### config.mk
export PLATFORM = sky130hd
export DESIGN_NAME = sensor_vote_monitor
export DESIGN_NICKNAME = d
export VERILOG_FILES = /design/src/rtl/sensor_vote_pkg.sv /design/src/rtl/sensor_vote_monitor_popcount.sv /design/src/rtl/sensor_vote_monitor.sv
export SDC_FILE = /design/constraint.sdc
export NUM_CORES = 1
export LEC_CHECK = 0
export CORE_ASPECT_RATIO = 1.75
export CORE_MARGIN = 1.5
export CORE_UTILIZATION = 52
export CTS_CLUSTER_SIZE = 10
export DETAILED_ROUTE_END_ITERATION = 16
export PLACE_DENSITY = 0.87
export SLEW_MARGIN = 20
export SYNTH_ARGS = -nofsm -noshare
export SYNTH_HDL_FRONTEND = slang
export SYNTH_SLANG_ARGS = --single-unit
### constraint.sdc
create_clock -name clk -period 4.8 [get_ports clk]
set_clock_uncertainty 0.2 [all_clocks]
set_input_delay 0.48 -clock clk [delete_from_list [all_inputs] [get_ports clk]]
set_output_delay 0.48 -clock clk [all_outputs]
set_load 0.005 [all_outputs]
### src/rtl/sensor_vote_pkg.sv
// Shared types and helpers for the K-of-N low-sensor voter.
// The popcount helper takes a 32-bit vector plus the number of live bits.
package sensor_vote_pkg;

  typedef enum logic [1:0] {
    IDLE    = 2'd0,
    PENDING = 2'd1,
    ALARM   = 2'd2,
    RELEASE = 2'd3
  } vote_state_e;

  localparam int unsigned MAX_SENSORS = 32;

  // Counts set bits in v[width-1:0]. Bits at or above width are ignored.
  function automatic logic [5:0] popcount(input logic [MAX_SENSORS-1:0] v,
                                          input int unsigned width);
    logic [5:0] c;
    c = '0;
    for (int unsigned i = 0; i < MAX_SENSORS; i++) begin
      if (i < width) c = c + 6'(v[i]);
    end
    return c;
  endfunction

endpackage

### src/rtl/sensor_vote_monitor_popcount.sv
// Combinational masked low-count: counts sensors that are low and not masked.
// Kept as its own block so the adder tree can be exercised in isolation.
module sensor_popcount
  import sensor_vote_pkg::*;
#(
  parameter int N_SENSORS = 7,
  parameter int CNT_W     = $clog2(N_SENSORS + 1)
) (
  input  logic [N_SENSORS-1:0] sensors,
  input  logic [N_SENSORS-1:0] mask,
  output logic [CNT_W-1:0]     low_count
);

  logic [MAX_SENSORS-1:0] lows;

  assign lows      = MAX_SENSORS'(~sensors & ~mask);
  assign low_count = CNT_W'(popcount(lows, N_SENSORS));

endmodule

### src/rtl/sensor_vote_monitor.sv
// Registered K-of-N low-sensor voter with persistence filtering, release
// hysteresis, a sticky alarm and a saturating trip-event counter.
module sensor_vote_monitor
  import sensor_vote_pkg::*;
#(
  parameter  int N_SENSORS = 7,
  parameter  int THRESHOLD = 2,
  parameter  int PERSIST   = 4,
  parameter  int EVT_W     = 8,
  localparam int CNT_W     = $clog2(N_SENSORS + 1)
) (
  input  logic                 clk,
  input  logic                 rst_n,
  input  logic [N_SENSORS-1:0] sensors,
  input  logic [N_SENSORS-1:0] mask,
  input  logic                 clear,
  output logic [CNT_W-1:0]     low_count,
  output logic                 f,
  output logic                 alarm_sticky,
  output logic [EVT_W-1:0]     trip_events
);

  localparam int PCNT_W = (PERSIST < 1) ? 1 : $clog2(PERSIST + 1);
  localparam logic [PCNT_W-1:0] PCNT_LAST = PCNT_W'(PERSIST - 1);
  localparam logic [EVT_W-1:0]  EVT_MAX   = '1;

  if (THRESHOLD < 1 || THRESHOLD > N_SENSORS || PERSIST < 1 ||
      N_SENSORS < 2 || N_SENSORS > 32) begin : g_param_err
    $error("sensor_vote_monitor: illegal N_SENSORS/THRESHOLD/PERSIST");
  end

  logic [N_SENSORS-1:0] sens_q;
  logic [N_SENSORS-1:0] mask_q;
  logic [CNT_W-1:0]     low_count_d;
  logic                 raw_trip;
  logic                 enter_alarm;
  vote_state_e          state;
  logic [PCNT_W-1:0]    pcnt;

  sensor_popcount #(
    .N_SENSORS(N_SENSORS),
    .CNT_W    (CNT_W)
  ) u_popcount (
    .sensors  (sens_q),
    .mask     (mask_q),
    .low_count(low_count_d)
  );

  // Two-stage pipeline: capture pins, then register the vote count.
  always_ff @(posedge clk or negedge rst_n) begin
    if (!rst_n) begin
      sens_q    <= '1;
      mask_q    <= '0;
      low_count <= '0;
    end else begin
      sens_q    <= sensors;
      mask_q    <= mask;
      low_count <= low_count_d;
    end
  end

  assign raw_trip = (low_count >= CNT_W'(THRESHOLD));

  // A fresh alarm (f rising); RELEASE->ALARM keeps f high and is not a new trip.
  assign enter_alarm = raw_trip &&
                       ((state == IDLE && PERSIST == 1) ||
                        (state == PENDING && pcnt == PCNT_LAST));

  always_ff @(posedge clk or negedge rst_n) begin
    if (!rst_n) begin
      state <= IDLE;
      pcnt  <= '0;
      f     <= 1'b0;
    end else begin
      case (state)
        IDLE: begin
          if (raw_trip) begin
            if (PERSIST == 1) begin
              state <= ALARM;
              f     <= 1'b1;
            end else begin
              state <= PENDING;
              pcnt  <= PCNT_W'(1);
            end
          end
        end
        PENDING: begin
          if (!raw_trip) begin
            state <= IDLE;
            pcnt  <= '0;
          end else if (pcnt == PCNT_LAST) begin
            state <= ALARM;
            pcnt  <= '0;
            f     <= 1'b1;
          end else begin
            pcnt <= pcnt + PCNT_W'(1);
          end
        end
        ALARM: begin
          if (!raw_trip) begin
            if (PERSIST == 1) begin
              state <= IDLE;
              f     <= 1'b0;
            end else begin
              state <= RELEASE;
              pcnt  <= PCNT_W'(1);
            end
          end
        end
        RELEASE: begin
          if (raw_trip) begin
            state <= ALARM;
            pcnt  <= '0;
          end else if (pcnt == PCNT_LAST) begin
            state <= IDLE;
            pcnt  <= '0;
            f     <= 1'b0;
          end else begin
            pcnt <= pcnt + PCNT_W'(1);
          end
        end
        default: begin
          state <= IDLE;
          pcnt  <= '0;
          f     <= 1'b0;
        end
      endcase
    end
  end

  // Set beats clear; clear together with a new trip leaves a count of one.
  always_ff @(posedge clk or negedge rst_n) begin
    if (!rst_n) begin
      alarm_sticky <= 1'b0;
      trip_events  <= '0;
    end else begin
      if (enter_alarm)  alarm_sticky <= 1'b1;
      else if (clear)   alarm_sticky <= 1'b0;

      if (clear)                                  trip_events <= enter_alarm ? EVT_W'(1) : '0;
      else if (enter_alarm && trip_events != EVT_MAX) trip_events <= trip_events + EVT_W'(1);
    end
  end

endmodule

==> metrics.md, run 1 <==
| Metric | Value |
|---|---|
| CP cell instances | `nor2_1 -> ha_1 -> inv_1 -> fa_1 -> inv_1 -> fa_1 -> ha_1 -> inv_1 -> fa_1 -> xnor2_1` |
| Largest area contributor in the netlist | `dfrtp_1` |
| Via/cell ratio | `5.68` |
| TNS Setup | `0 ns` |
| Post-route clock period utilization | `0.623` |
| Crit. Startpoint | `sens_q[0]` |
| Largest net degree at the start of global routing | `33` |
| PwrDens | `383 nW/um^2` |
| Worst Reg2Reg Path Length in Cells | `10` |
| Mapped cell area | `1350 um^2` |
| Setup slack, reg-to-reg | `1.81 ns` |
| WL final | `2.45 mm` |
| Max-slew violation count | `0` |
| Layout Nets | `172` |
| Total of max-cap violations | `0` |
| Setup crit end | `low_count[2]` |
| Main combinational cell family by area after synthesis | `simple AND/OR/NAND/NOR gates` |
| Fin crit period | `2.99 ns` |
| Run status | `completed` |
| Area Growth Syn to Fin | `29.9%` |
| Top-area cell type share of the netlist area | `0.462` |
| FF-to-FF End | `low_count[2]` |
| Die W | `41.6 um` |
| Worst flop-to-flop path startpoint | `sens_q[0]` |
| Compound-Gate Fraction of Synth Area | `0.104` |
| Global-route wire length before repair | `4.32 mm` |
| Setup crit end kind | `register` |
| Mapped Nets | `139` |
| Max Root-Sink Buffers | `2` |
| CP Class | `register to register` |
| Row Count | `24` |
| Worst skew pair latency | `0.28 ns` |
| Clock Root Buffer | `clkbuf_8` |
| Reg clk slew, reported paths | `0.06 ns` |
| Finished Cell Area | `1760 um^2` |
| CTS tree | `built` |
| Synth unique cells | `36` |
| Synthesized-area fraction occupied by and/or/nand/nor cells | `0.136` |
| Die area | `2930 um^2` |
| Gates resized, CTS repair | `0` |
| ANT cells | `0` |
| H-tree level count | `2` |
| Synth Area in XOR/XNOR | `0.0129` |
| Ys Warns | `0` |
| Final Total Pwr | `0.674 mW` |
| Die H | `70.5 um` |
| Adder-Cell Fraction of Synth Area | `0.0906` |
| Max stage delay cell, worst path | `fa_1` |
| Post-route ant nets | `0` |
| Post-place instance area | `1670 um^2` |
| RSZ-0062 raised after global routing | `false` |
| Synth Flop Type | `dfrtp_1` |
| CTS hold repair buffers | `0` |
| Placer Congestion | `0.867` |
| Total GRT Usage | `0.201` |
| Setup Viol. Count Final | `0` |
| Hold Vio Cnt, Final | `0` |
| 1st-iter DRT viols | `15` |
| Worst EP arrival | `2.97 ns` |
| Number of setup buffers added after CTS | `0` |
| Crit-path max FO | `1` |
| Syn Inst Count | `114` |
| Drt drc | `0` |
| DRT Pass-1 Iters | `2` |
| F_max | `0.334 GHz` |
| Worst EP required | `4.77 ns` |
| Register bit total from synthesis | `32` |
| Worst Max-Slew Pin Slew | `0.633 ns` |
| Post-synthesis async set-or-reset flop share | `1.00` |
| Mux share of post-synthesis cell area | `0.0157` |
| Final HPWL DP | `1.85 mm` |
| Hold crit path type | `register to register` |
| Initial antenna violation count | `0` |
| Crit path launch type | `register` |
| Post-synth EDFFs | `0` |
| Peak supply drop | `0.258 mV` |
| Port Buffers | `29` |
| Syn Area/Cell | `11.9 um^2` |
| Sequential element share of the synthesized area | `0.598` |
| TritonCTS Buffers | `5` |
| Fillers | `187` |
| Synth top area cells | `dfrtp_1, dfstp_2, ha_1` |
| Final hold slack | `0.301 ns` |
| Vias in the first global route | `1046` |
| Core footprint | `2490 um^2` |
| Leakage | `0.775 nW` |
| Worst rel slew slack | `0.576` |
| Top-level I/O count | `30` |
| Overflow after GRT | `0` |
| Slowest stage delay, CP | `0.54 ns` |
| Via count | `989` |
| Share of layout cells above drive strength 1 | `0.135` |
| DR WL/cell | `14.1 um` |
| CTS Sinks | `32` |
| Initial core utilization | `0.543` |
==> worst max-delay path: cells and delay by family (launching register included) <==
| family | cells | cell delay (ns) |
|---|---|---|
| DFF | 1 | 0.52 |
| xor gates and xnor gates | 1 | 0.13 |
| and+or+nand+nor | 1 | 0.04 |
| buffers and inverters | 3 | 0.15 |
| adders and majority gates | 5 | 1.85 |
==> sequential cells by signal, indices dropped and copies added, names as in the netlist, named ones only <==
signal and count:
state 1, low_count 3, mask_q 7, sens_q 7, f 1, alarm_sticky 1, trip_events 8, pcnt 3
==> power by group <==
group / internal, mW / switching [mW] / total (mW)
Sequential: 0.307 / 0.0251 / 0.332
Combinational: 0.0707 / 0.0658 / 0.137
Clock: 0.114 / 0.0912 / 0.205
Total: 0.492 / 0.182 / 0.674
==> synthesized netlist by cell type, types with 2 or more instances <==
cell / number
o31ai_1: 2
fa_1: 3
nor2b_1: 2
ha_1: 5
dfrtp_1: 25
dfstp_2: 7
nor2_1: 8
inv_1: 11
or2_2: 2
or4_1: 2
clkbuf_1: 2
nand3_1: 4
nand2_1: 8
o41ai_1: 3
o21ai_0: 4
a21oi_1: 3
o311ai_0: 4
==> through the flow <==
stage / util / cells / setup slack (ns)
global placement: 0.669 / 166 / 1.86
CTS: 0.706 / 174 / 1.79
global route: 0.706 / 174 / 1.67
finish: 0.706 / 174 / 1.81
detailed placement: 0.669 / 166 / 1.79
floorplan: - / 114 / 1.89
==> worst min-delay path by stage <==
stage	from	end	depth (start not counted)
floorplan	rst_n	asynchronous set/reset pin	0
global placement	alarm_sticky	alarm_sticky	1
detailed placement	alarm_sticky	alarm_sticky	1
CTS	alarm_sticky	alarm_sticky	1
global route	alarm_sticky	alarm_sticky	1
finish	alarm_sticky	alarm_sticky	1
==> per-layer routing <==
metal	routed length, um	share of wire	track usage
met2	1410	0.58	0.351
met1	852	0.35	0.193
met4	66	0.027	0.136
met5	0	0	0
met3	114	0.047	0.0646
==> area by class of cell <==
| cell class | count | area, um^2 | area share |
|---|---|---|---|
| tap | 26 | 32.5 | 0.0185 |
| clock inverter | 2 | 10.0 | 0.00569 |
| inverter | 11 | 41.3 | 0.0235 |
| sequential | 32 | 810 | 0.460 |
| timing repair buffer | 30 | 298 | 0.169 |
| multi-input combinational | 67 | 485 | 0.276 |
| clock buffer | 6 | 82.6 | 0.0469 |
==> cells in the final DEF, fill, tap and decap left out, types with 2 or more instances in the layout <==
cell type	netlist	routed
nor2_1	8	8
dfrtp_1	25	25
clkinv_2	0	2
nand3_1	4	4
clkbuf_8	0	6
a21oi_1	3	3
ha_1	5	5
dfstp_2	7	7
fa_1	3	3
o21ai_0	4	4
o41ai_1	3	3
or2_2	2	2
nor2b_1	2	2
or4_1	2	2
o311ai_0	4	4
inv_1	11	11
o31ai_1	2	2
clkdlybuf4s50_1	0	29
nand2_1	8	8
==> kinds of logic (layout without fill, tap and decap cells) <==
family	Yosys count	in the layout
AO/OA/AOI/OAI	20	20
multiplexers	2	2
buffers and inverters	15	49
XOR/XNOR	2	2
AND/OR/NAND/NOR	35	35
adder cells (fa/ha/maj)	8	8
flip-flops	32	32
(Power assumes the default switching activity.)
==> inputs of run 2 (changes only) <==
--- a/config.mk
+++ b/config.mk
@@ -7,10 +7,10 @@
 export LEC_CHECK = 0
 export CORE_ASPECT_RATIO = 1.75
 export CORE_MARGIN = 1.5
-export CORE_UTILIZATION = 52
+export CORE_UTILIZATION = 49
 export CTS_CLUSTER_SIZE = 10
 export DETAILED_ROUTE_END_ITERATION = 16
-export PLACE_DENSITY = 0.87
+export PLACE_DENSITY = 0.83
 export SLEW_MARGIN = 20
 export SYNTH_ARGS = -nofsm -noshare
 export SYNTH_HDL_FRONTEND = slang
==> constraint.sdc (replaced) <==
create_clock -name clk -period 3 [get_ports clk]
set_clock_uncertainty 0.2 [all_clocks]
set_input_delay 0.3 -clock clk [delete_from_list [all_inputs] [get_ports clk]]
set_output_delay 0.3 -clock clk [all_outputs]
set_load 0.005 [all_outputs]
==> metrics.md, run 2 (same netlist as run 1, synthesis figures left out) <==
| Metric | Value |
|---|---|
| Run status | `completed` |
| Most frequent cells in the layout | `clkdlybuf4s50_1, dfrtp_1, inv_1, nor2_1, nand2_1` |
| Max reg flops | `8` |
| Crit. Startpoint | `sens_q[0]` |
| Worst EP required | `2.98 ns` |
| Final HPWL DP | `1.88 mm` |
| Hold Vio Cnt, Final | `0` |
| DR WL/cell | `13.6 um` |
| Die area | `3100 um^2` |
| Via/cell ratio | `5.67` |
| Post-route clock period utilization | `0.983` |
| CP cell instances | `nor2_1 -> ha_1 -> inv_2 -> fa_1 -> inv_1 -> fa_1 -> ha_1 -> inv_1 -> fa_1 -> inv_1` |
| Worst EP arrival | `2.93 ns` |
| # placed instances | `167` |
| Post-route ant nets | `0` |
| CTS Sinks | `32` |
| Post-place instance area | `1670 um^2` |
| Crit-path max FO | `1` |
| Commonest non-fill, non-tap cell in the layout | `clkdlybuf4s50_1` |
| Core footprint | `2660 um^2` |
| Die H | `72.5 um` |
| Worst skew pair latency | `0.29 ns` |
| Initial antenna violation count | `0` |
| Drt drc | `0` |
| 1st-iter DRT viols | `20` |
| WL final | `2.39 mm` |
| Layout Nets | `172` |
| Peak supply drop | `0.492 mV` |
| Largest net degree at the start of global routing | `33` |
| Top reg by flops | `trip_events` |
| Placer Congestion | `0.846` |
| Die W | `42.7 um` |
| Setup crit end kind | `register` |
| Worst flop-to-flop path startpoint | `sens_q[0]` |
| Total GRT Usage | `0.194` |
| Crit path launch type | `register` |
| Share of layout cells above drive strength 1 | `0.135` |
| Leakage | `0.775 nW` |
| Overflow after GRT | `0` |
| Area Growth Syn to Fin | `30.6%` |
| CTS hold repair buffers | `0` |
| Clock Root Buffer | `clkbuf_8` |
| Slowest stage delay, CP | `0.52 ns` |
| Max-slew violation count | `0` |
| Largest registers | `trip_events: 8 flops, mask_q: 7 flops, sens_q: 7 flops` |
| Fin crit period | `2.95 ns` |
| CTS tree | `built` |
| Worst Max-Slew Pin Slew | `0.626 ns` |
| Finished Cell Area | `1770 um^2` |
| Global-route wire length before repair | `4.29 mm` |
| Fillers | `215` |
| Vias in the first global route | `1047` |
| Reg clk slew, reported paths | `0.06 ns` |
| Total of max-cap violations | `0` |
| H-tree level count | `2` |
| Final hold slack | `0.203 ns` |
| Max Root-Sink Buffers | `2` |
| Setup Viol. Count Final | `0` |
| Max stage delay cell, worst path | `fa_1` |
| TritonCTS Buffers | `5` |
| Row Count | `25` |
| DRT Pass-1 Iters | `5` |
| Hold crit path type | `input pin to asynchronous set/reset pin` |
| Worst rel slew slack | `0.581` |
| ANT cells | `0` |
| PwrDens | `623 nW/um^2` |
| Top-level I/O count | `30` |
| F_max | `0.339 GHz` |
| RSZ-0062 raised after global routing | `true` |
| Via count | `992` |
| Port Buffers | `29` |
| Initial core utilization | `0.509` |
| CP Class | `register to register` |
| Final std cells w/o fill | `175` |
[run 2: cell types whose count changed in the layout (fill, tap and decap cells not counted)]
cell      before  now
clkbuf_8       6    7
inv_2          0    1
clkinv_2       2    0
clkbuf_1       0    1
inv_1         11   10
[run 2: metrics by stage]
step	utilization	worst slack [ns]	power, mW	setup TNS (ns)
6_report	0.665	0.0525	1.10	0
5_1_grt	0.665	-0.0655	1.17	-0.130
4_1_cts	0.665	0.0411	1.12	0
3_5_place_dp	0.627	-0.0187	0.761	-0.0217
3_3_place_gp	0.627	0.0583	0.743	0
2_1_floorplan	-	0.0862	0.652	0
[run 2: area by class of cell]
type                       count  area (um^2)  share of cell area
sequential                    32          810               0.458
multi-input combinational     67          485               0.275
timing repair buffer          30          298               0.168
clock buffer                   8          100              0.0566
inverter                      11         41.3              0.0234
tap                           27         33.8              0.0191
[run 2: where the power goes]
group | internal [mW] | total (mW) | switching [mW]
Combinational | 0.115 | 0.218 | 0.104
Sequential | 0.492 | 0.531 | 0.0391
Clock | 0.209 | 0.353 | 0.144
[run 2: path summary, 6_finish.rpt]
| path | end | slack, ns | depth (start not counted) |
|---|---|---|---|
| max | low_count[1] | 0.05 | 10 |
| min | pcnt[1] | 0.20 | 2 |
| min reg2reg | alarm_sticky | 0.30 | 1 |
| min in group clk | sens_q[5] | 0.22 | 1 |
| max reg2reg | low_count[1] | 0.05 | 10 |
| max in group asynchronous | sens_q[5] | 2.06 | 2 |
[run 2: repair_timing]
action	4_1_cts	5_1_grt
resized for setup	0	1
pin swaps	1	1
hold endpoints to repair	0	0
endpoints found under the setup margin	2	2
setup buffers	0	0
[run 2: worst max-delay path: cells and delay by family, from the launching register on]
family / cells / cell delay, ns
buf+inv: 4 / 0.18
flops: 1 / 0.51
simple gates: 1 / 0.04
fa+ha+maj: 5 / 1.91
[run 2: metal layers]
| metal | wire (um) | vias to the layer above | global-route usage |
|---|---|---|---|
| met5 | 0 | - | 0 |
| met4 | 106 | 0 | 0.139 |
| met3 | 136 | 12 | 0.0672 |
| met2 | 1400 | 37 | 0.347 |
| met1 | 741 | 484 | 0.173 |
| li1 | - | 459 | - |
==> RTL edit 1, RTL diff (settings of run 2) <==
Put one more register stage on the output `low_count`, without a reset. The value now appears one clock later. The other outputs are not delayed to match.
--- a/src/rtl/sensor_vote_monitor.sv
+++ b/src/rtl/sensor_vote_monitor.sv
@@ -23,6 +23,8 @@
   localparam int PCNT_W = (PERSIST < 1) ? 1 : $clog2(PERSIST + 1);
   localparam logic [PCNT_W-1:0] PCNT_LAST = PCNT_W'(PERSIST - 1);
   localparam logic [EVT_W-1:0]  EVT_MAX   = '1;
+
+  logic [CNT_W-1:0] low_count_s0;
 
   if (THRESHOLD < 1 || THRESHOLD > N_SENSORS || PERSIST < 1 ||
       N_SENSORS < 2 || N_SENSORS > 32) begin : g_param_err
@@ -51,15 +53,15 @@
     if (!rst_n) begin
       sens_q    <= '1;
       mask_q    <= '0;
-      low_count <= '0;
+      low_count_s0 <= '0;
     end else begin
       sens_q    <= sensors;
       mask_q    <= mask;
-      low_count <= low_count_d;
+      low_count_s0 <= low_count_d;
     end
   end
 
-  assign raw_trip = (low_count >= CNT_W'(THRESHOLD));
+  assign raw_trip = (low_count_s0 >= CNT_W'(THRESHOLD));
 
   // A fresh alarm (f rising); RELEASE->ALARM keeps f high and is not a new trip.
   assign enter_alarm = raw_trip &&
@@ -142,5 +144,9 @@
     end
   end
 
+  always_ff @(posedge clk) begin
+    low_count <= low_count_s0;
+  end
+
 endmodule
 
Check against the original RTL: not equivalent (Yosys sat finds a counterexample within 4 cycles, from zero or initial values and one cycle with rst_n low).
==> RTL edit 1 against run 2 <==
Die area is 4.2% higher; combinational power is 2% higher; sequential power is 10% higher; count of clock-buffer cells in the layout is 3 lower; total power is 10% higher; sequential cell count is 3 higher; worst setup slack better by 26 ps; wire length is 0.88% lower; area after synthesis is 4.4% higher; final area is 4.2% higher; critical path type unchanged; largest cell class unchanged; highest routed layer unchanged.
==> RTL edit 1: results (changes against run 2) <==
Met2 Wirelength - 1282 µm (-8.6%)
Cell family with the largest share of critical-path delay - adder cells
Largest net degree at the start of global routing - 33 (unchanged)
Endpoint, Worst Hold - low_count[0]
FILL cells - 205 (-4.7%)
Arrival time of the worst setup path - 2890 ps (-40 ps)
Buffer count from post-CTS setup fixing - 0 (unchanged)
Kind of path behind the tightest hold check - reg2reg
Hold_ws - 153.7 ps (-48.85 ps)
Combined flip-flop and latch cell area - 869.6 µm² (+7.4%)
First-pass GRT wire length - 4098 µm (-4.5%)
Filler-free cell count of the finished design - 178 (+1.7%)
Total instance count after detailed placement - 170 (+1.8%)
Highest routed metal layer - met4
Maximum vdd drop - 0.6629 mV (+35%)
Placement-stage worst setup slack - -22.25 ps (-3.504 ps)
Share of post-route cells with drive strength above 1 - 13.25% (-0.27 points)
CTS tree - yes
Endpoint of the most critical setup path - low_count_s0[2]
H-tree depth - 2 (unchanged)
Diodes inserted - 0 (unchanged)
Number of instances on the worst hold path - 0
Most common flop cell mapped by yosys - dfrtp_1
GR Layer Usage met1 - 18.70% (+1.4 points)
Detailed placer's ending HPWL - 1819 µm (-3.2%)
Unique masters post-synth - 34 (-5.6%)
Clock transition at path regs - 70 ps
Number of cells traversed by the worst register-to-register path - 10 (unchanged)
Shortest period the worst path allows - 2922 ps (-25.85 ps)
Cell types with the largest area share after synthesis - dfrtp_1, dfstp_2, ha_1
Syn Nets - 142 (+2.2%)
GR Util met2 - 30.23% (-4.5 points)
LEAKAGE - 0.8027 nW (+3.6%)
Number of global-route vias before repair - 984 (-6.0%)
CTS root buf - clkbuf_8
Ranking of synthesized cells by instance count - dfrtp_1, inv_1, nand2_1
Number of antenna violations at the first check in global routing - 0 (unchanged)
Global Route met3 Usage - 6.068% (-0.65 points)
Registers with the most flip-flops - trip_events x8, mask_q x7, sens_q x7
Routability congestion estimate - 0.8358 (-1.2%)
1st-iter DRT viols - 21 (+5.0%)
Clock latency of the later-clocked register in the worst-skew pair - 280 ps
Gate Count Post-Synth - 117 (+2.6%)
Routed wire length per instance - 13.29 µm (-2.6%)
Total met3 wirelength after detailed routing - 120 µm (-12%)
Number of gates resized after cts - 1 (+1)
Detailed-routing iteration count for the pre-antenna-repair pass - 4 (-1)
Asr flop ratio synth - 91.43% (-8.6 points)
Part of the Yosys area used for sequential elements - 61.50% (+1.7 points)
GRT Util Overall - 17.48% (-2.0 points)
Metal1 wirelength - 911 µm (+23%)
Result of the run - completed
Dpl cell area - 1729 µm² (+3.7%)
R2R setup slack - 80 ps (+30 ps)
Origin of the critical flop-to-flop path - sens_q[0]
Worst rel slew slack - 57.71% (-0.38 points)
Highest net fanout along the worst path - 1 (unchanged)
Via count - 987 (-0.50%)
Net Sw Frac - 25.66% (-0.35 points)
[RTL edit 1: final cells by class]
class,instances,share of cell area [%]
tap,27,1.834
inverter,11,2.242
clock inverter,3,2.378
multi-input combinational,67,26.43
clock buffer,5,3.736
sequential,35,47.21
timing repair buffer,30,16.17
[RTL edit 1: cell families after synthesis]
family                     after synthesis  synth area share (%)
muxes                                    1                0.7080
and+or+nand+nor                         34                 13.01
AOI/OAI and AO/OA                       22                 10.80
adders and majority gates                8                 8.673
xor gates and xnor gates                 2                 1.239
buffers and inverters                   15                 4.070
DFF                                     35                 61.50
[RTL edit 1: power groups by stage]
stage | combinational, mW | clock (mW) | sequential, mW
2_1_floorplan | 0.119 | 0 | 0.587
3_3_place_gp | 0.209 | 0 | 0.589
3_5_place_dp | 0.226 | 0 | 0.592
4_1_cts | 0.229 | 0.421 | 0.583
5_1_grt | 0.254 | 0.442 | 0.590
6_report | 0.223 | 0.409 | 0.584
==> RTL edit 2, RTL diff (config.mk and constraints of run 2) <==
Without the edit above. Change the parameter `PERSIST` from 4 to 2.
--- a/src/rtl/sensor_vote_monitor.sv
+++ b/src/rtl/sensor_vote_monitor.sv
@@ -5,7 +5,7 @@
 #(
   parameter  int N_SENSORS = 7,
   parameter  int THRESHOLD = 2,
-  parameter  int PERSIST   = 4,
+  parameter  int PERSIST   = 2,
   parameter  int EVT_W     = 8,
   localparam int CNT_W     = $clog2(N_SENSORS + 1)
 ) (
Behaviour: not the same (Yosys sat finds a counterexample within 10 cycles, from zero or initial values and one cycle with rst_n low).
==> RTL edit 2 against run 2 <==
Total power shrank 0.20%; utilization grew 1.2 points; worst hold slack gained 9.8 ps; area after synthesis shrank 5.0%; wire length shrank 0.88%; worst setup slack gained 43 ps; final area shrank 4.6%; sequential cell count shrank 1.
==> RTL edit 2: results (changes against run 2) <==
Maximum cell stage delay along the critical path - 540 ps (+20 ps)
Routability congestion estimate - 0.8175 (-3.4%)
Ranking of synthesized cells by instance count - dfrtp_1, nor2_1, dfstp_2
Detailed-routing iteration count for the pre-antenna-repair pass - 4 (-1)
Final wirelength - 2365 µm (-0.88%)
H-tree depth - 2 (unchanged)
Clock transition at path regs - 70 ps
Clock latency of the later-clocked register in the worst-skew pair - 280 ps
Post-layout nets - 162 (-5.8%)
Placement-stage worst setup slack - -25.55 ps (-6.807 ps)
Highest routed metal layer - met4
Largest net degree at the start of global routing - 32 (-3.0%)
Via count - 906 (-8.7%)
Dpl cell area - 1602 µm² (-4.0%)
Number of global-route vias before repair - 945 (-9.7%)
Metal1 wirelength - 774 µm (+4.5%)
Total met3 wirelength after detailed routing - 110 µm (-19%)
Worst rel slew slack - 65.44% (+7.3 points)
1st-iter DRT viols - 9 (-55%)
First-pass GRT wire length - 3939 µm (-8.2%)
Share of post-route cells with drive strength above 1 - 15.83% (+2.3 points)
LEAKAGE - 0.7287 nW (-6.0%)
Asr flop ratio synth - 100.0% (unchanged)
Part of the Yosys area used for sequential elements - 60.99% (+1.2 points)
Maximum vdd drop - 0.4481 mV (-8.9%)
Detailed placer's ending HPWL - 1727 µm (-8.1%)
Diodes inserted - 0 (unchanged)
Internal power contribution - 0.7942 mW (-2.6%)
Cell types with the largest area share after synthesis - dfrtp_1, dfstp_2, fa_1
Critical Path Start - sens_q[1]
GRT Util Overall - 18.44% (-1.0 points)
FILL cells - 215 (unchanged)
Unique masters post-synth - 31 (-14%)
Result of the run - completed
Syn Nets - 127 (-8.6%)
Met2 Wirelength - 1423 µm (+1.5%)
==> RTL edit 2: kinds of logic after synthesis <==
group	share of synthesized area [%]
simple gates	14.30
flops	60.99
compound gates	9.047
buf+inv	2.626
fa+ha+maj	8.561
mux	3.113
xor+xnor	1.362
==> RTL edit 2: path summary, 6_finish.rpt <==
kind                                  end  slack (ps)  depth (start not counted)
min in group clk                sens_q[2]         230                          1
min reg2reg                       pcnt[1]         300                          1
max                          low_count[2]         100                          9
min                        trip_events[7]         210                          2
max reg2reg                  low_count[2]         100                          9
max in group asynchronous       sens_q[3]        2060                          2
==> RTL edit 2: through the flow <==
stage               util, %  setup TNS [ps]  cells  hold WS (ps)
detailed placement    64.26          -25.55    157         288.2
CTS                   67.67               0    165         219.3
global route          67.67               0    165         223.9
global placement      64.26               0    157         278.1
finish                67.67               0    165         212.3
floorplan                 -               0    103        -195.6
==> RTL edit 2: power by group through the flow <==
stage                     Sequential, mW  Clock, mW  Combinational, mW
after floorplan                    0.528          0              0.157
after global placement             0.529          0              0.258
after detailed placement           0.533          0              0.274
after CTS                          0.526      0.307              0.280
after global routing               0.535      0.332              0.298
final                              0.526      0.301              0.272
==> RTL edit 2: final cells by class <==
cell class,instances,share of cell area (%)
clock buffer,8,4.748
inverter,5,1.113
multi-input combinational,65,28.04
sequential,31,46.51
tap,26,1.929
timing repair buffer,30,17.66
==> RTL edit 2: layer usage <==
metal / vias up / global-route usage [%]
li1: 426 / -
met1: 444 / 16.72
met2: 31 / 34.55
met3: 5 / 6.122
met4: 0 / 9.677
met5: - / 0
==> RTL edit 2: what timing repair did <==
item	4_1_cts	5_1_grt
endpoints found under the setup margin	1	2
pin swaps	0	1
setup buffers	0	0
resized for setup	2	0
